===== config.mk =====
export PLATFORM = sky130hd
export DESIGN_NAME = mcpu6_core_flat
export DESIGN_NICKNAME = d
export VERILOG_FILES = /design/src/rtl/mcpu6_if.sv /design/src/rtl/mcpu6_core.sv /design/src/flat_wrapper.sv
export SDC_FILE = /design/constraint.sdc
export NUM_CORES = 1
export LEC_CHECK = 0
export BUFFER_PORTS_ARGS = -buffer_cell sky130_fd_sc_hd__buf_2
export CAP_MARGIN = 20
export CORE_ASPECT_RATIO = 0.9
export CORE_MARGIN = 5
export CORE_UTILIZATION = 40
export DETAILED_ROUTE_END_ITERATION = 16
export SLEW_MARGIN = 20
export SYNTH_ARGS = -nofsm -noshare
export SYNTH_HDL_FRONTEND = slang
export SYNTH_SLANG_ARGS = --single-unit

===== constraint.sdc =====
create_clock -name clk -period 8.1 [get_ports clk]
set_input_delay 1.62 -clock clk [delete_from_list [all_inputs] [get_ports clk]]
set_output_delay 1.62 -clock clk [all_outputs]
set_load 0.02 [all_outputs]

===== src/rtl/mcpu6_if.sv =====
// Program-store link of mcpu6_core: the instruction goes in, the clock-multiplexed pc/accu bus
// and the carry flag come out.
interface mcpu6_if #(
    parameter int DW = 8
);
    logic [5:0]    inst;
    logic [DW-1:0] cpu_out;
    logic          c_flag;

    // master: program store / host side; slave: the CPU core
    modport master (output inst, input cpu_out, input c_flag);
    modport slave  (input inst, output cpu_out, output c_flag);
endinterface


===== src/rtl/mcpu6_core.sv =====
// Parametrised 6-bit-instruction accumulator CPU, one instruction per rising edge.
// Optional hardware return stack (CALLA/RET) enabled by defining MCPU6_STACK_EN.
module mcpu6_core #(
    parameter int DW     = 8,
    parameter int NREG   = 8,
    parameter int SDEPTH = 4
) (
    input  logic     clk,
    input  logic     rst,
    mcpu6_if.slave   bus
);

    generate
        if ((DW % 4) != 0 || DW < 8 || NREG < 1 || NREG > 8 || SDEPTH < 1 || SDEPTH > 8) begin : g_bad_param
            $error("mcpu6_core: DW must be a multiple of 4 and >= 8, NREG and SDEPTH in 1..8");
        end
    endgenerate

    logic [DW-1:0] accu_reg, accu_next;
    logic [DW-1:0] pc_reg, pc_next;
    logic          c_reg, c_next;
    logic          iflag_reg, iflag_next;
    logic [DW-1:0] regs_reg [NREG];

    logic [5:0]      inst;
    logic [3:0]      imm;
    logic [2:0]      r_sel;
    logic [DW-1:0]   imm_sext;
    logic [DW-1:0]   pc_inc;
    logic [DW-1:0]   reg_rd;
    logic [NREG-1:0] reg_hit;
    logic            reg_we;

    assign inst     = bus.inst;
    assign imm      = inst[3:0];
    assign r_sel    = inst[2:0];
    assign imm_sext = {{(DW-4){imm[3]}}, imm};
    assign pc_inc   = pc_reg + DW'(1);

    // Register decode: selects at or above NREG hit nothing, so they read 0 and never write.
    generate
        for (genvar gi = 0; gi < NREG; gi++) begin : g_reg_hit
            assign reg_hit[gi] = (r_sel == 3'(gi));
        end
    endgenerate

    always_comb begin
        reg_rd = '0;
        for (int i = 0; i < NREG; i++) begin
            if (reg_hit[i]) begin
                reg_rd = regs_reg[i];
            end
        end
    end

`ifdef MCPU6_STACK_EN
    localparam int SPW = (SDEPTH > 1) ? $clog2(SDEPTH) : 1;
    localparam logic [3:0] CNT_MAX = 4'(SDEPTH);

    logic [DW-1:0]  stk_reg [SDEPTH];
    logic [SPW-1:0] sp_reg;
    logic [SPW-1:0] sp_inc;
    logic [SPW-1:0] sp_dec;
    logic [3:0]     cnt_reg;
    logic           push;
    logic           pop;

    // sp is the next write slot; the ring wraps so a full stack overwrites its oldest entry.
    assign sp_inc = (sp_reg == SPW'(SDEPTH-1)) ? '0 : sp_reg + SPW'(1);
    assign sp_dec = (sp_reg == '0) ? SPW'(SDEPTH-1) : sp_reg - SPW'(1);

    always_ff @(posedge clk) begin
        if (rst) begin
            sp_reg  <= '0;
            cnt_reg <= '0;
        end else if (push) begin
            stk_reg[sp_reg] <= pc_inc;
            sp_reg          <= sp_inc;
            if (cnt_reg != CNT_MAX) begin
                cnt_reg <= cnt_reg + 4'd1;
            end
        end else if (pop) begin
            sp_reg  <= sp_dec;
            cnt_reg <= cnt_reg - 4'd1;
        end
    end
`endif

    always_comb begin
        accu_next  = accu_reg;
        c_next     = c_reg;
        pc_next    = pc_inc;
        iflag_next = 1'b0;
        reg_we     = 1'b0;
`ifdef MCPU6_STACK_EN
        push       = 1'b0;
        pop        = 1'b0;
`endif
        case (inst[5:4])
            2'b00: begin
                if (!c_reg) begin
                    pc_next = pc_reg + imm_sext;
                end
                c_next = 1'b0;
            end
            2'b01: begin
                // Nibbles arrive most-significant first; the oldest shift out at the top.
                accu_next  = iflag_reg ? {accu_reg[DW-5:0], imm} : imm_sext;
                iflag_next = 1'b1;
            end
            default: begin
                case (inst[5:3])
                    3'b100: {c_next, accu_next} = {1'b0, accu_reg} + {1'b0, reg_rd};
                    3'b101: reg_we = 1'b1;
                    3'b110: accu_next = reg_rd;
                    default: begin
                        case (inst[2:0])
                            3'b000: accu_next = ~accu_reg;
                            3'b010: pc_next = accu_reg;
`ifdef MCPU6_STACK_EN
                            3'b011: begin
                                push    = 1'b1;
                                pc_next = accu_reg;
                            end
                            3'b100: begin
                                if (cnt_reg != 4'd0) begin
                                    pop     = 1'b1;
                                    pc_next = stk_reg[sp_dec];
                                end
                            end
`endif
                            default: ;
                        endcase
                    end
                endcase
            end
        endcase
    end

    always_ff @(posedge clk) begin
        if (rst) begin
            accu_reg  <= '0;
            pc_reg    <= '0;
            c_reg     <= 1'b0;
            iflag_reg <= 1'b0;
        end else begin
            accu_reg  <= accu_next;
            pc_reg    <= pc_next;
            c_reg     <= c_next;
            iflag_reg <= iflag_next;
        end
    end

    always_ff @(posedge clk) begin
        for (int i = 0; i < NREG; i++) begin
            if (rst) begin
                regs_reg[i] <= '0;
            end else if (reg_we && reg_hit[i]) begin
                regs_reg[i] <= accu_reg;
            end
        end
    end

    // The program store sees the pc while clk is high and the accumulator while it is low.
    assign bus.cpu_out = clk ? pc_reg : accu_reg;
    assign bus.c_flag  = c_reg;

endmodule


===== src/flat_wrapper.sv =====
// flat-port wrapper written by rule: the top's interface ports become plain ports
module mcpu6_core_flat 
#(
    parameter int DW     = 8,
    parameter int NREG   = 8,
    parameter int SDEPTH = 4
)
  (clk, rst, bus_inst, bus_cpu_out, bus_c_flag);
  mcpu6_if #(.DW(DW)) bus_i ();
  input  logic clk;
  input  logic rst;
  input wire logic [$bits(bus_i.inst)-1:0] bus_inst;
  output wire logic [$bits(bus_i.cpu_out)-1:0] bus_cpu_out;
  output wire logic [$bits(bus_i.c_flag)-1:0] bus_c_flag;
  assign bus_i.inst = bus_inst;
  assign bus_cpu_out = bus_i.cpu_out;
  assign bus_c_flag = bus_i.c_flag;
  mcpu6_core #(.DW(DW), .NREG(NREG), .SDEPTH(SDEPTH)) u_core (.clk(clk), .rst(rst), .bus(bus_i));
endmodule

; Word level (Yosys, flattened, before mapping)
; Memories as Yosys holds them, arrays and structs flattened.
; Index checks and enable logic that the tools add are counted.
[totals]
reg_bits = 18
ramBits = 64
inputBits = 8
out_inout_bits = 9
word_cells = 103
n_memories = 1
[op_classes]
n_addsub = 3
eq_ne = 12
muxes = 56
bitwise_logic = 11
reduce_logical = 16
[mem_list]
columns = name, words, width, rd, rd_clocked_by_memory_dff, write_ports, line_no
row1 = u_core.regs_reg, 8, 8, 8, 0, 8, mcpu6_core.sv:23  ; logic [DW-1:0] regs_reg [NREG];
[ops]
columns = op, n
row1 = 8-bit two-way mux, 22
row2 = 8-bit case mux with 2 select lines, 2
row3 = 1-bit two-way mux, 30
row4 = 8-bit case mux with 3 select lines, 1
row5 = 3-bit equality test (second input constant), 7
row6 = 8-bit by 8-bit adder with 9-bit output, 1
row7 = 8-bit by 1-bit adder with 8-bit output (second input constant), 1
row8 = 8-bit adder, 1
row9 = 1-bit logical AND, 8
row10 = 8-bit NOT, 1
row11 = 1-bit OR, 8
row12 = 3-bit by 2-bit equality test with 1-bit output (second input constant), 2
row13 = 4-bit nonzero test, 1
row14 = 3-bit by 1-bit equality test with 1-bit output (second input constant), 1
row15 = 3-bit logical NOT, 1
row16 = 3-bit AND reduction, 1
row17 = 3-bit OR reduction, 1
row18 = 2-bit by 1-bit equality test with 1-bit output (second input constant), 1
row19 = 2-bit logical NOT, 1
row20 = 2-bit inequality test (second input constant), 1
row21 = 1-bit NOT, 2
row22 = 1-bit case mux with 2 select lines, 1
row23 = 2-bit AND reduction, 1
row24 = 2-bit nonzero test, 1
row25 = 2-bit OR reduction, 1

; Logic depth before layout (Yosys ltp)
; Gate-level depths: netlist of run 1.
[depth]
depth_word = 12
ltp_mapped = 13

==> impl_metrics.yaml, run 1 <==
logic_synthesis:
  synthTopCellsByArea: "edfxtp_1, dfxtp_1, mux4_2"
  async_flop_share_pct: 0
  ys_seq_area_share_pct: 45.84
  syn_area_per_cell_um2: 10.89
  synth_nets: 483
  yosys.area.top_type: "edfxtp_1"
  ys_types: 66
  synth_area_mm2: 0.004979
  synth_edf_count: 64
  yosysWarnings: 0
  synth_cells: 457
  synth_ff_type: "edfxtp_1"
  ys_seq_elements: 82
  synth_top_cell_area_share_pct: 38.60
clock_tree:
  insertion_delay_ns: 0.44
  cts_setup_buffers: 0
  clkSlewWorstSetupHoldPaths_ns: 0.06
  postCtsResizedCells: 0
  cts_hold_buf: 0
  cts_tree: "yes"
setup_path:
  worstPathMaxFanout: 4
  critPathLaunchType: "clock port"
  rr_worst_depth: 8
  cpPeakStageDelay_ns: 0.27
  crit_chain: "clkbuf_16 > clkbuf_16 > clkbuf_16 > mux2_2 > buf_2"
  r2r_setup_slack_ns: 5.47
  required_ns: 6.48
  end_kind: "output port"
  timing.rr.start: "u_core.regs_reg[1][24]"
  cpMostUsedCell: "clkbuf_16"
  path_class: "clock port to output port"
  crit_arrival_ns: 4.90
  cp_slowest_cell: "mux2_2"
  cp_top_family: "buffers and inverters"
  r2r-end: "u_core.accu_reg[1]"
  critPathBufInv: 4
detailed_routing:
  routed-wl-met3_um: 897
  detail_route.iter0.violations: 328
  first_pass_iters: 4
  post-route-drc-count: 0
  wl_mm: 12.88
  highest_layer: "met4"
  via_per_inst: 5.940
  via_count: 3766
  wl_met2_mm: 5.844
  wl_per_cell_um: 20.32
  ant_nets: 0
  wirelength_met1_mm: 5.856
layout:
  diodes: 0
  fillers: 1142
  final_layout_size_suffix_gt1_share_pct: 18.35
  layout.nets: 493
  synthToLayoutAreaGrowth_pct: 12.87
  largest_reg_flops: 64
run_status:
  outcome: "finished, final reports clean"
global_route:
  first_global_vias: 3784
  grt_pass1_wl_mm: 20.43
  grt_max_degree: 38
  grt.total_usage_pct: 18.31
  antenna_found_initial: 0
  overflow: 0
timing:
  setup_viol: 0
  max_slew.worst_pin.slew_ns: 0.9721
  finalSetupTns_ns: 0
  rsz0062_at_grt: "false"
  slew_viol_final: 0
  hold_viol: 0
  fin_ws_ns: 1.582
  relSlewSlack_pct: 35.20
  skew_ns: 0.004854
floorplanning:
  die_h_um: 115.8
  core_mm2: 0.01212
  ioPinCount: 17
  die_area_mm2: 0.01478
  start_util_pct: 41.06
  dieWidth_um: 127.6
  num_rows: 38
hold_path:
  hold_path.class: "register to register"
  hold_depth: 2
  hp-start: "u_core.iflag_reg"
  min_to: "u_core.accu_reg[7]"
placed_design:
  dpl_worst_slack_ns: 2.039
  io_buffer_count: 16
  gp_congestion: 0.9404
  post-dp-hpwl_mm: 8.602
power:
  p_per_area_mw_per_mm2: 236.8
  vdd_drop_max_mv: 0.1080
  power.leakage_uw: 0.002062
run:
  maxCapViolations: 0
## layout by cell type, fill, tap and decap left out, drive strengths merged, types with 3 or more instances in the layout
master  count
mux2i       4
and2       42
clkinv      5
clkbuf     19
xnor2       7
a221oi      3
nor4        8
buf        21
a211oi      7
a21o        6
nand3      12
nor2       28
xor2        4
nand4       3
a21oi      29
a22oi       4
nand2      30
o31ai       3
nand2b      5
o211ai      4
inv        12
mux2       13
a211o       4
o22ai       5
mux4       15
nor3       28
ha         16
edfxtp     64
o21a        3
dfxtp      18
nor3b       4
o21ai      15
nor4b       3
## through the flow
step	utilization (%)	power [uW]	std cells	cell area [um2]	hold slack [ns]
2_1_floorplan	-	687.2	457	4979	0.4964
4_1_cts	46.35	1340	634	5619	0.5858
3_5_place_dp	42.43	735.8	609	5144	0.5749
5_1_grt	46.35	1388	634	5619	0.5930
6_report	46.35	1330	634	5619	0.5975
3_3_place_gp	42.43	731.4	609	5144	0.5609
## cells in the mapped netlist (5+ instances only)
cell type  number
a211oi_1        7
a21o_1          6
a21oi_1        27
and2_1         42
buf_2           5
clkbuf_1       18
dfxtp_1        18
edfxtp_1       64
ha_1           16
inv_1           7
mux2_2         13
mux4_2         15
nand2_1        30
nand2b_1        5
nand3_1        12
nor2_1         28
nor3_1         28
nor4_1          6
o21ai_0        12
xnor2_1         7
## routing by layer
metal  track usage (%)  up-vias
met5                 0        -
met4             9.194        0
met3             4.608       23
met2             27.43      139
met1             24.87     1847
li1                  -     1757
## tightest hold or removal path, stage by stage, from the launching register on
cell	delay (ns)
dfxtp_1	0.37
nand2_1	0.09
a221oi_1	0.07
## final cells by class
cell class | instances | area, um2 | share of cell area (%)
Inverter | 13 | 48.80 | 0.8684
Clock inverter | 6 | 42.54 | 0.7571
Sequential cell | 82 | 2282 | 40.61
Tap cell | 160 | 200.2 | 3.563
Timing Repair Buffer | 13 | 77.57 | 1.381
Clock buffer | 27 | 473.0 | 8.417
Multi-Input combinational cell | 333 | 2495 | 44.40
## worst max path at each step
stage                     from              to  slack [ns]  cells past startpoint
final                      clk  bus_cpu_out[0]        1.58                      5
after CTS                  clk  bus_cpu_out[4]        1.57                      5
after floorplan            clk  bus_cpu_out[1]        1.74                      2
after global placement     clk  bus_cpu_out[0]        2.04                      2
after detailed placement   clk  bus_cpu_out[0]        2.04                      2
after global routing       clk  bus_cpu_out[0]        1.55                      5
## where the power goes
part	switching (uW)	internal [uW]	total (uW)
Clock	250	406	656
Sequential	25.2	473	498
Combinational	105	71.2	176
Total	380	951	1330
## logic make-up (layout without fill, tap and decap cells)
family / after synthesis / count (layout) / synth area share [%]
xor gates and xnor gates: 11 / 11 / 1.935
and+or+nand+nor: 174 / 174 / 19.18
AOI/OAI and AO/OA: 98 / 98 / 13.65
adders and majority gates: 18 / 18 / 4.825
DFF: 82 / 82 / 45.84
buffers and inverters: 42 / 59 / 4.046
muxes: 32 / 32 / 10.53
Power figures use the tool's default switching activity.
==> run 2: changes to the inputs <==
Settings changed: ABC_AREA set to 1.
Clock period 8.1 ns to 6.6 ns, I/O delays scaled along.
==> run 2 against run 1 <==
- utilization grew 1.5 points
- combinational power up 11%
- total power rose by 28%
- wire length up 6.1%
- clock power is 38% higher
- worst setup slack got worse by 0.43 ns
- clock-buffer cell count shrank 1
- critical path depth is 1 higher
- sequential power up 21%
- largest cell class is now registers
- largest power group unchanged
==> impl_metrics.yaml, run 2 <==
run_status:
  outcome: "finished, final reports clean"
placed_design:
  gp_congestion: 0.9158
  io_buffer_count: 16
  post-dp-hpwl_mm: 9.592
  dpl-instance-area_mm2: 0.004976
logic_synthesis:
  synth_compound_gate_area_share_pct: 9.874
  synthSimpleGateAreaFrac_pct: 29.38
  synth_cells: 583
  yosys.area.top_type: "edfxtp_1"
  synth.top_cells.by_count: "nand2_1, nor2_1, edfxtp_1"
  synth_adder_area_share_pct: 5.055
  ys_types: 39
  synth_top_cell_area_share_pct: 40.44
  synth_edf_count: 64
  yosysWarnings: 0
  synth_top_family_by_area: "simple AND/OR/NAND/NOR gates"
  ys_seq_elements: 82
  synthTopCellsByArea: "edfxtp_1, nand2_1, dfxtp_1"
  ys_seq_area_share_pct: 48.03
  yosysMostFrequentCell: "nand2_1"
  async_flop_share_pct: 0
  synth_ff_type: "edfxtp_1"
  syn_area_per_cell_um2: 8.151
  synth-xor-area-share_pct: 1.659
  synth_area_mm2: 0.004752
  synth_nets: 609
  synth_mux_area_share_pct: 0
detailed_routing:
  wl_per_cell_um: 17.75
  detail_route.iter0.violations: 439
  highest_layer: "met4"
  wl_mm: 13.67
  via_count: 4190
  via_per_inst: 5.442
  wirelength_met1_mm: 6.308
  post-route-drc-count: 0
  ant_nets: 0
  routed-wl-met3_mm: 1.254
  wl_met2_mm: 5.900
  first_pass_iters: 5
power:
  pwr-share-comb_pct: 11.6
  clock_power_share_pct: 53.1
  p_sw_uw: 494.7
  power.leakage_uw: 0.002259
  power.total_uw: 1699
  p_per_area_mw_per_mm2: 308.4
  vdd_drop_max_mv: 0.2325
  pwr-share-seq_pct: 35.3
  internal-power_uw: 1205
  switching_share_pct: 29.11
clock_tree:
  cts_setup_buffers: 0
  cts_tree: "yes"
  insertion_delay_ns: 0.46
  clkSlewWorstSetupHoldPaths_ns: 0.07
  postCtsResizedCells: 0
  cts_hold_buf: 0
hold_path:
  hold_path.class: "register to register"
global_route:
  grt_max_degree: 19
  grt_pass1_wl_mm: 21.69
  first_global_vias: 4127
  overflow: 0
  grt.total_usage_pct: 19.77
  antenna_found_initial: 0
layout:
  layout_common_cells: "nand2_1, nor2_1, edfxtp_1, nand3_1, inv_1"
  final_layout_size_suffix_gt1_share_pct: 10.26
  largest_reg_flops: 64
  diodes: 0
  layout.nets: 633
  final_area_mm2: 0.005510
  fillers: 1110
  layout_commonest_cell: "nand2_1"
  synthToLayoutAreaGrowth_pct: 15.96
setup_path:
  path_class: "clock port to output port"
  end_kind: "output port"
  critPathLaunchType: "clock port"
  worstPathMaxFanout: 4
  crit_arrival_ns: 4.13
  required_ns: 5.28
timing:
  finalSetupTns_ns: 0
  setup_viol: 0
  slew_viol_final: 0
  skew_ns: 0.008302
  max_slew.worst_pin.slew_ns: 1.037
  rsz0062_at_grt: "false"
  relSlewSlack_pct: 30.31
  hold_viol: 0
floorplanning:
  dieWidth_um: 124.9
  die_area_mm2: 0.01416
  core_mm2: 0.01153
  ioPinCount: 17
  num_rows: 37
  start_util_pct: 41.22
  die_h_um: 113.4
run:
  maxCapViolations: 0
==> run 2: power groups by stage <==
| stage | registers [uW] | logic [uW] | clock network, uW |
|---|---|---|---|
| floorplan | 604 | 140 | 49.1 |
| global placement | 612 | 190 | 50.4 |
| detailed placement | 612 | 193 | 50.4 |
| CTS | 601 | 194 | 918 |
| global route | 603 | 220 | 953 |
| finish | 601 | 196 | 902 |
==> run 2: area by class of cell <==
| type | count | area [um2] | area share [%] |
|---|---|---|---|
| clock buffer | 26 | 469.2 | 8.515 |
| clock inverter | 8 | 105.1 | 1.907 |
| inverter | 59 | 221.5 | 4.019 |
| multi-input combinational | 429 | 2185 | 39.65 |
| sequential | 82 | 2282 | 41.42 |
| tap | 156 | 195.2 | 3.542 |
| timing repair buffer | 10 | 52.55 | 0.9537 |
==> run 2: through the flow <==
stage	instances	setup slack (ns)	hold slack [ns]	utilization, %
finish	770	1.154	0.5075	47.80
global route	770	1.060	0.5614	47.80
CTS	770	1.126	0.5095	47.80
detailed placement	744	1.673	0.4995	43.17
global placement	743	1.674	0.4959	43.12
floorplan	583	1.295	0.4608	-
==> run 2: per-layer routing <==
layer	vias to the layer above	global-route usage, %
met5	-	0
met4	0	7.876
met3	16	7.444
met2	161	28.49
met1	1991	26.97
li1	2022	-
==> run 2: final timing paths <==
| kind | startpoint | depth (start not counted) | slack, ns | end |
|---|---|---|---|---|
| worst min-delay path | u_core.accu_reg[5] | 2 | 0.51 | u_core.accu_reg[5] |
| worst min register to register | u_core.accu_reg[5] | 2 | 0.51 | u_core.accu_reg[5] |
| worst max register to register | u_core.regs_reg[0][3] | 18 | 4.14 | u_core.accu_reg[6] |
| worst max-delay path | clk | 6 | 1.15 | bus_cpu_out[2] |
==> run 2: critical path: stages <==
cell and delay [ns]:
clkbuf_16 0.13, clkbuf_16 0.15, clkbuf_16 0.14, nand2_1 0.12
o21ai_0 0.10, buf_2 0.19
==> run 2: cell families after synthesis <==
family          after synthesis
flops                        82
fa+ha+maj                    18
compound gates               87
simple gates                315
xor+xnor                      9
buf+inv                      72
==> run 3: changes to the inputs <==
Clock period 6.6 ns to 4.7 ns, I/O delays scaled along.
==> run 3 against run 2 <==
- clock skew decreased by 0.0020 ns
- clock power increased by 34%
- wire length is 0.38% higher
- largest cell class unchanged
- register-to-register slack lost 1.9 ns
- cell area fell by 0.36%
==> impl_metrics.yaml, run 3 (synthesized netlist as in run 2, its figures left out) <==
floorplanning:
  ioPinCount: 17
  num_rows: 37
  core_mm2: 0.01153
  start_util_pct: 41.22
  dieWidth_um: 124.9
  die_area_mm2: 0.01416
  die_h_um: 113.4
setup_path:
  cp_top_family: "buffers and inverters"
  cp_slowest_cell: "buf_2"
  critPathBufInv: 4
  required_ns: 3.76
  cpPeakStageDelay_ns: 0.22
  crit_arrival_ns: 3.20
  crit_chain: "clkbuf_16 > clkbuf_16 > clkbuf_16 > o21ai_0 > buf_2"
  path_class: "clock port to output port"
  cpMostUsedCell: "clkbuf_16"
  critPathLaunchType: "clock port"
  worstPathMaxFanout: 4
  end_kind: "output port"
layout:
  layout_common_cells: "nand2_1, nor2_1, edfxtp_1, nand3_1, inv_1"
  largest_reg_flops: 64
  diodes: 0
  layout_commonest_cell: "nand2_1"
  layout.nets: 633
  final_layout_size_suffix_gt1_share_pct: 10.10
  synthToLayoutAreaGrowth_pct: 15.53
  fillers: 1122
  final_area_mm2: 0.005490
timing:
  skew_ns: 0.006350
  hold_viol: 0
  relSlewSlack_pct: 27.06
  setup_viol: 0
  holdWs_ns: 0.5120
  slew_viol_final: 0
  rsz0062_at_grt: "false"
  finalSetupTns_ns: 0
  max_slew.worst_pin.slew_ns: 1.083
placed_design:
  dpl-instance-area_mm2: 0.004979
  post-dp-hpwl_mm: 9.724
  io_buffer_count: 16
  gp_congestion: 0.9123
global_route:
  grt.total_usage_pct: 19.72
  use_met1_pct: 26.07
  grt_pass1_wl_mm: 21.49
  first_global_vias: 4128
  overflow: 0
  grtUsageMet3_pct: 8.099
  grt_use_met2_pct: 29.07
  antenna_found_initial: 2
  grt_max_degree: 19
  grt.busiest_layer: "met2"
power:
  clock_power_share_pct: 52.0
  internal-power_uw: 1643
  switching_share_pct: 29.69
  vdd_drop_max_mv: 0.3046
  pwr-share-seq_pct: 36.2
  p_sw_uw: 693.8
  power.leakage_uw: 0.002244
  pwr-share-comb_pct: 11.8
  p_per_area_mw_per_mm2: 425.6
clock_tree:
  clkSlewWorstSetupHoldPaths_ns: 0.06
  cts_setup_buffers: 0
  postCtsResizedCells: 0
  insertion_delay_ns: 0.46
  cts_tree: "yes"
  cts_hold_buf: 0
detailed_routing:
  wl_mm: 13.72
  first_pass_iters: 7
  ant_nets: 0
  wl_per_cell_um: 17.81
  post-route-drc-count: 0
  detail_route.iter0.violations: 472
  via_per_inst: 5.451
  via_count: 4197
run_status:
  outcome: "finished, final reports clean"
hold_path:
  hold_path.class: "register to register"
run:
  maxCapViolations: 0
-- run 3: cell count changes in the layout (fill, tap and decap cells not counted), sizes merged --
cell	change
bufinv	-1
clkbuf	+2
inv	-1
-- run 3: power groups by stage --
stage | Clock (uW) | Sequential (uW) | Combinational (uW)
floorplan | 69.0 | 848 | 197
global placement | 70.7 | 862 | 268
detailed placement | 70.7 | 862 | 270
CTS | 1240 | 846 | 272
global route | 1290 | 849 | 308
finish | 1210 | 847 | 275
-- run 3: area by class of cell --
| type | instances | area, um2 | area share (%) |
|---|---|---|---|
| multi-input combinational | 429 | 2185 | 39.79 |
| timing repair buffer | 10 | 55.05 | 1.003 |
| inverter | 59 | 221.5 | 4.034 |
| clock inverter | 6 | 75.07 | 1.367 |
| sequential | 82 | 2282 | 41.57 |
| tap | 156 | 195.2 | 3.555 |
| clock buffer | 28 | 476.7 | 8.683 |
-- run 3: worst paths after layout --
kind	startpoint	end	slack (ns)	cells after the start
hold reg to reg	u_core.accu_reg[5]	u_core.accu_reg[5]	0.51	2
hold / removal	u_core.accu_reg[5]	u_core.accu_reg[5]	0.51	2
setup / recovery	clk	bus_cpu_out[6]	0.56	5
setup reg to reg	u_core.regs_reg[0][20]	u_core.accu_reg[5]	2.20	16
-- run 3: per-stage QoR --
stage	util [%]	setup slack, ns	instances	power (uW)
6_report	47.63	0.5608	770	2337
5_1_grt	47.63	0.4462	770	2442
4_1_cts	47.63	0.4896	770	2358
3_5_place_dp	43.19	0.9909	744	1202
3_3_place_gp	43.19	1.002	744	1201
2_1_floorplan	-	0.7252	583	1113
-- run 3: per-layer routing --
layer,share of wire (%),vias to the layer above,wire length [um]
met2,44,194,6059
met5,0.20,-,27
met1,44,1954,6018
met4,2.0,4,275
li1,-,2012,-
met3,9.7,33,1337
-- run 3: tightest hold or removal path, cell delays in order, from the launching register on --
cell and delay, ns:
dfxtp_1 0.34, nand2_1 0.07, a21oi_1 0.06
